## src/rtl/mul_share_pkg.sv

```systemverilog
// Shared types and helpers for the round-robin multiplier-sharing arbiter.
package mul_share_pkg;

  localparam int N_REQ_DEF = 4;
  localparam int W_DEF     = 4;

  typedef enum logic [1:0] {
    IDLE = 2'd0,
    BUSY = 2'd1,
    RESP = 2'd2
  } state_t;

  // Wrapping increment of a requester index modulo n.
  function automatic int unsigned rr_next(input int unsigned last, input int unsigned n);
    return (last + 1 >= n) ? 0 : last + 1;
  endfunction

endpackage

```

## src/rtl/mul_share_arbiter_rr_picker.sv

```systemverilog
// Combinational round-robin picker: first valid requester after last_grant, wrapping.
module rr_picker
  import mul_share_pkg::*;
#(
  parameter int N_REQ = N_REQ_DEF,
  parameter int ID_W  = $clog2(N_REQ)
) (
  input  logic [N_REQ-1:0] req_valid,
  input  logic [ID_W-1:0]  last_grant,
  output logic [ID_W-1:0]  winner,
  output logic             any_valid
);

  logic [ID_W-1:0] cand;

  always_comb begin
    winner    = '0;
    any_valid = 1'b0;
    cand      = last_grant;
    for (int k = 0; k < N_REQ; k++) begin
      cand = ID_W'(rr_next(32'(cand), N_REQ));
      if (!any_valid && req_valid[cand]) begin
        any_valid = 1'b1;
        winner    = cand;
      end
    end
  end

endmodule

```

## src/rtl/mul_share_arbiter.sv

```systemverilog
// Round-robin arbiter sharing one external combinational multiplier among N_REQ
// requesters; one operation in flight, response tagged with the owner's index.
module mul_share_arbiter
  import mul_share_pkg::*;
#(
  parameter int N_REQ = N_REQ_DEF,
  parameter int W     = W_DEF,
  parameter int ID_W  = $clog2(N_REQ)
) (
  input  logic               clk,
  input  logic               rst_n,
  input  logic [N_REQ-1:0]   req_valid,
  input  logic [N_REQ*W-1:0] req_a,
  input  logic [N_REQ*W-1:0] req_b,
  output logic [N_REQ-1:0]   req_ready,
  output logic [W-1:0]       mul_a,
  output logic [W-1:0]       mul_b,
  input  logic [W-1:0]       mul_result,
  output logic               rsp_valid,
  output logic [W-1:0]       rsp_data,
  output logic [ID_W-1:0]    rsp_id,
  input  logic               rsp_ready,
  output logic               busy,
  output logic [7:0]         op_count
);

  state_t          state;
  logic [ID_W-1:0] last_grant;
  logic [W-1:0]    op_a;
  logic [W-1:0]    op_b;
  logic [ID_W-1:0] winner;
  logic            any_valid;

  rr_picker #(
    .N_REQ (N_REQ),
    .ID_W  (ID_W)
  ) u_picker (
    .req_valid  (req_valid),
    .last_grant (last_grant),
    .winner     (winner),
    .any_valid  (any_valid)
  );

  // Gated by rst_n so the accept strobe is silent while reset is held.
  always_comb begin
    req_ready = '0;
    if (rst_n && state == IDLE && any_valid) begin
      req_ready[winner] = 1'b1;
    end
  end

  assign mul_a = op_a;
  assign mul_b = op_b;
  assign busy  = (state != IDLE);

  always_ff @(posedge clk or negedge rst_n) begin
    if (!rst_n) begin
      state      <= IDLE;
      last_grant <= ID_W'(N_REQ - 1);
      op_a       <= '0;
      op_b       <= '0;
      rsp_valid  <= 1'b0;
      rsp_data   <= '0;
      rsp_id     <= '0;
      op_count   <= 8'd0;
    end else begin
      case (state)
        IDLE: begin
          if (any_valid) begin
            op_a       <= req_a[int'(winner)*W +: W];
            op_b       <= req_b[int'(winner)*W +: W];
            last_grant <= winner;
            state      <= BUSY;
          end
        end
        BUSY: begin
          rsp_data  <= mul_result;
          rsp_id    <= last_grant;
          rsp_valid <= 1'b1;
          state     <= RESP;
        end
        RESP: begin
          if (rsp_ready) begin
            rsp_valid <= 1'b0;
            op_count  <= op_count + 8'd1;
            state     <= IDLE;
          end
        end
        default: begin
          rsp_valid <= 1'b0;
          state     <= IDLE;
        end
      endcase
    end
  end

endmodule

```

## config.mk

```make
export PLATFORM = sky130hd
export DESIGN_NAME = mul_share_arbiter
export DESIGN_NICKNAME = d
export VERILOG_FILES = /design/src/rtl/mul_share_pkg.sv /design/src/rtl/mul_share_arbiter_rr_picker.sv /design/src/rtl/mul_share_arbiter.sv
export SDC_FILE = /design/constraint.sdc
export NUM_CORES = 1
export LEC_CHECK = 0
export CAP_MARGIN = 20
export CORE_ASPECT_RATIO = 1.5
export CORE_MARGIN = 1.5
export CORE_UTILIZATION = 39
export DETAILED_ROUTE_END_ITERATION = 7
export GPL_TIMING_DRIVEN = 1
export HOLD_SLACK_MARGIN = 0.03
export PLACE_DENSITY = 0.84
export SYNTH_ARGS = -nofsm -noshare
export SYNTH_HDL_FRONTEND = slang
export SYNTH_SLANG_ARGS = --single-unit
```

## constraint.sdc

```tcl
create_clock -name clk -period 2.88 [get_ports clk]
set_clock_uncertainty 0.1 [all_clocks]
set_input_delay 0.288 -clock clk [delete_from_list [all_inputs] [get_ports clk]]
set_output_delay 0.288 -clock clk [all_outputs]
set_load 0.005 [all_outputs]
```

==> results.py <==
metrics = {
    "clock_tree": {
        "cts-buffers-inserted": 3,
        "clock_sinks": 27,
        "cts_max_path_buffers": 2,
        "clk_latency_ns": 0.27,
        "cts-root-buf": "clkbuf_8",
        "cts.clk_slew.worst_paths_ns": 0.10,
        "cts_hold_buf": 0,
        "tritoncts": "done",
        "h-tree-depth": 1,
    },
    "routing": {
        "wl_per_cell_microns": 15.2,
        "antenna_left": 0,
        "firstDrtPassIters": 4,
        "num_vias": 1317,
        "drtIter0Drc": 18,
        "avgViaCountPerCell": 5.21,
        "drc": 0,
        "routed_wl_mm": 3.85,
    },
    "pwr": {
        "p_int_mw": 1.52,
        "pwr-share-clk_pct": 9.3,
        "switching_share_pct": 35.1,
        "p_sw_mw": 0.824,
        "peakVddDrop_v": 0.000689,
        "power_frac_comb_pct": 61.1,
        "finalPower_mw": 2.35,
        "powerDensity_nw_per_um2": 981,
        "leakagePower_nw": 1.04,
        "seqPwrFrac_pct": 29.6,
    },
    "timing": {
        "hold_violations": 0,
        "tns_ns": 0,
        "finalSetupViolations": 0,
        "tightest_slew_ns": 0.572,
        "timing.final.crit_period_ns": 2.78,
        "fin_crit_sh_pct": 96.6,
        "holdWs_ns": 0.331,
        "fmax_mhz": 359,
        "drv_slew": 0,
        "relSlewSlack_pct": 61.8,
        "rsz0062_at_grt": "no",
    },
    "layout": {
        "syn_to_final_growth_pct": 58.3,
        "final_nets": 256,
        "mostFrequentLayoutCell": "clkdlybuf4s50_1",
        "n_antenna_cell": 0,
        "fin_cells": 253,
        "drive_gt1_share_pct": 21.0,
        "mostFrequentLayoutCells": "clkdlybuf4s50_1, dfrtp_1, mux2i_1",
        "design_area_sq_um": 2390,
        "fill_cells": 274,
    },
    "setup_path": {
        "path_max_fanout": 7,
        "setup.worst_path.class": "reg2out",
        "startpoint": "last_grant[1]$_DFFE_PN1P_",
        "r2r_cells": 8,
        "rr_startpoint": "last_grant[1]$_DFFE_PN1P_",
        "arrival_ns": 2.39,
        "r2r-end": "mul_a[3]$_DFFE_PN0P_",
        "rrSetupSlack_ns": 0.42,
        "endpoint": "req_ready[1]",
        "start_kind": "flop",
        "endpoint_kind": "primary output",
        "cp.required_ns": 2.49,
    },
    "logic_synthesis": {
        "synth_top_area_share_pct": 41.4,
        "yosysSeqAreaShare_pct": 44.9,
        "synthesis.area_sq_um": 1510,
        "syn_inst": 132,
        "ys.warnings.count": 0,
        "synthTopCellsByArea": "dfrtp_1, mux2i_1, mux2_2, dfstp_2, a211oi_1",
        "syn_nets": 177,
        "synth_ff_type": "dfrtp_1",
        "syn_avg_cell_area_sq_um": 11.5,
        "ys_types": 39,
        "synth_area_leader_cell": "dfrtp_1",
        "async_flop_share_pct": 100,
        "synth_edf_count": 0,
        "ys_seq_elements": 27,
    },
    "floorplan": {
        "die_h_microns": 79.2,
        "core-area_sq_um": 3680,
        "io_pins": 71,
        "die-area_sq_um": 4270,
        "start_util_pct": 41.0,
        "die_x_microns": 53.8,
        "rows": 27,
    },
    "place": {
        "dp_hpwl_mm": 3.09,
        "dpl_cell_area_sq_um": 2270,
        "dp_cells": 245,
        "io_buffer_count": 70,
        "routabilityCongestion": 0.736,
    },
    "global_routing": {
        "grt_max_degree": 28,
        "grt_pass1_vias": 1420,
        "grt_pass1_wl_mm": 6.46,
        "antenna_found_initial": 0,
        "overflow": 0,
        "grt_use_total_pct": 20.3,
    },
    "outcome": {
        "outcome": "finished, final reports clean",
    },
    "run": {
        "max-cap-violations": 0,
    },
    "hold_path": {
        "hold_path.class": "in2async",
    },
}
## flip-flops by register name (all words and copies together), names as in the netlist
name        flops
state           2
mul_a           4
rsp_valid       1
rsp_data        4
mul_b           4
op_count        8
rsp_id          2
last_grant      2
## critical path, cell delays in order, from the launching register on
cell	delay, ns
dfstp_2	0.57
ha_4	0.22
or4_4	0.48
o2111ai_2	0.12
o21ai_4	0.11
nor3b_2	0.17
clkdlybuf4s50_1	0.45
## power groups by stage
stage          combinational [mW]  sequential [mW]  clock [mW]
6_report                     1.43            0.694       0.219
5_1_grt                      1.57            0.720       0.239
4_1_cts                      1.37            0.690       0.225
3_5_place_dp                 1.33            0.709           0
3_3_place_gp                 1.28            0.694           0
2_1_floorplan               0.799            0.688           0
## metal layers
| metal | wire length (microns) | global-route usage [%] |
|---|---|---|
| met4 | 156 | 9.23 |
| met2 | 2050 | 34.1 |
| met3 | 172 | 3.20 |
| met5 | 0 | 0 |
| met1 | 1470 | 24.3 |
## repair_timing
item	4_1_cts	5_1_grt
endpoints found under the setup margin	4	2
pin swaps	0	0
buffers inserted	1	3
gates resized for setup	5	9
## logic make-up after synthesis
kind of cell / share of synthesized area, %
buffers and inverters: 3.31
muxes: 23.2
and+or+nand+nor: 13.2
xor gates and xnor gates: 4.06
DFF: 44.9
adders and majority gates: 1.66
AOI/OAI and AO/OA: 9.69
## synthesized netlist by cell type (2+ instances only)
| library cell | number |
|---|---|
| a21boi_0 | 2 |
| mux2i_1 | 20 |
| nor3b_1 | 2 |
| xor2_1 | 3 |
| ha_1 | 2 |
| a211oi_1 | 5 |
| buf_6 | 2 |
| o21ai_0 | 4 |
| or2_2 | 2 |
| nand2_1 | 7 |
| dfstp_2 | 2 |
| clkbuf_1 | 3 |
| a21oi_1 | 4 |
| nor3_1 | 2 |
| nand2b_1 | 2 |
| nor2_1 | 7 |
| xnor2_1 | 4 |
| mux2_2 | 12 |
| dfrtp_1 | 25 |
| nand4_1 | 3 |
## how the worst min path moves through the flow
| stage | end | slack, ns | depth (start not counted) |
|---|---|---|---|
| after floorplan | mul_a[0]$_DFFE_PN0P_ | -0.11 | 0 |
| after global placement | op_count[7]$_DFFE_PN0P_ | 0.36 | 1 |
| after detailed placement | op_count[7]$_DFFE_PN0P_ | 0.36 | 1 |
| after CTS | op_count[6]$_DFFE_PN0P_ | 0.33 | 2 |
| after global routing | op_count[5]$_DFFE_PN0P_ | 0.36 | 2 |
| final | rsp_data[1]$_DFFE_PN0P_ | 0.33 | 2 |
## metrics by stage
stage / setup slack [ns] / util, %
2_1_floorplan: 0.492 / -
3_3_place_gp: 0.159 / 61.7
3_5_place_dp: 0.103 / 61.7
4_1_cts: 0.00257 / 63.4
5_1_grt: 0.0165 / 65.0
6_report: 0.0981 / 65.0
## final cells by class
| class | instances | area, sq um | area share (%) |
|---|---|---|---|
| Clock buffer | 3 | 41.3 | 1.73 |
| Clock inverter | 1 | 7.51 | 0.314 |
| Timing Repair Buffer | 81 | 783 | 32.7 |
| Multi-Input combinational cell | 97 | 825 | 34.5 |
| Sequential cell | 27 | 678 | 28.3 |
| Inverter | 1 | 3.75 | 0.157 |
| Tap cell | 43 | 53.8 | 2.25 |
Power figures use the tool's default switching activity.
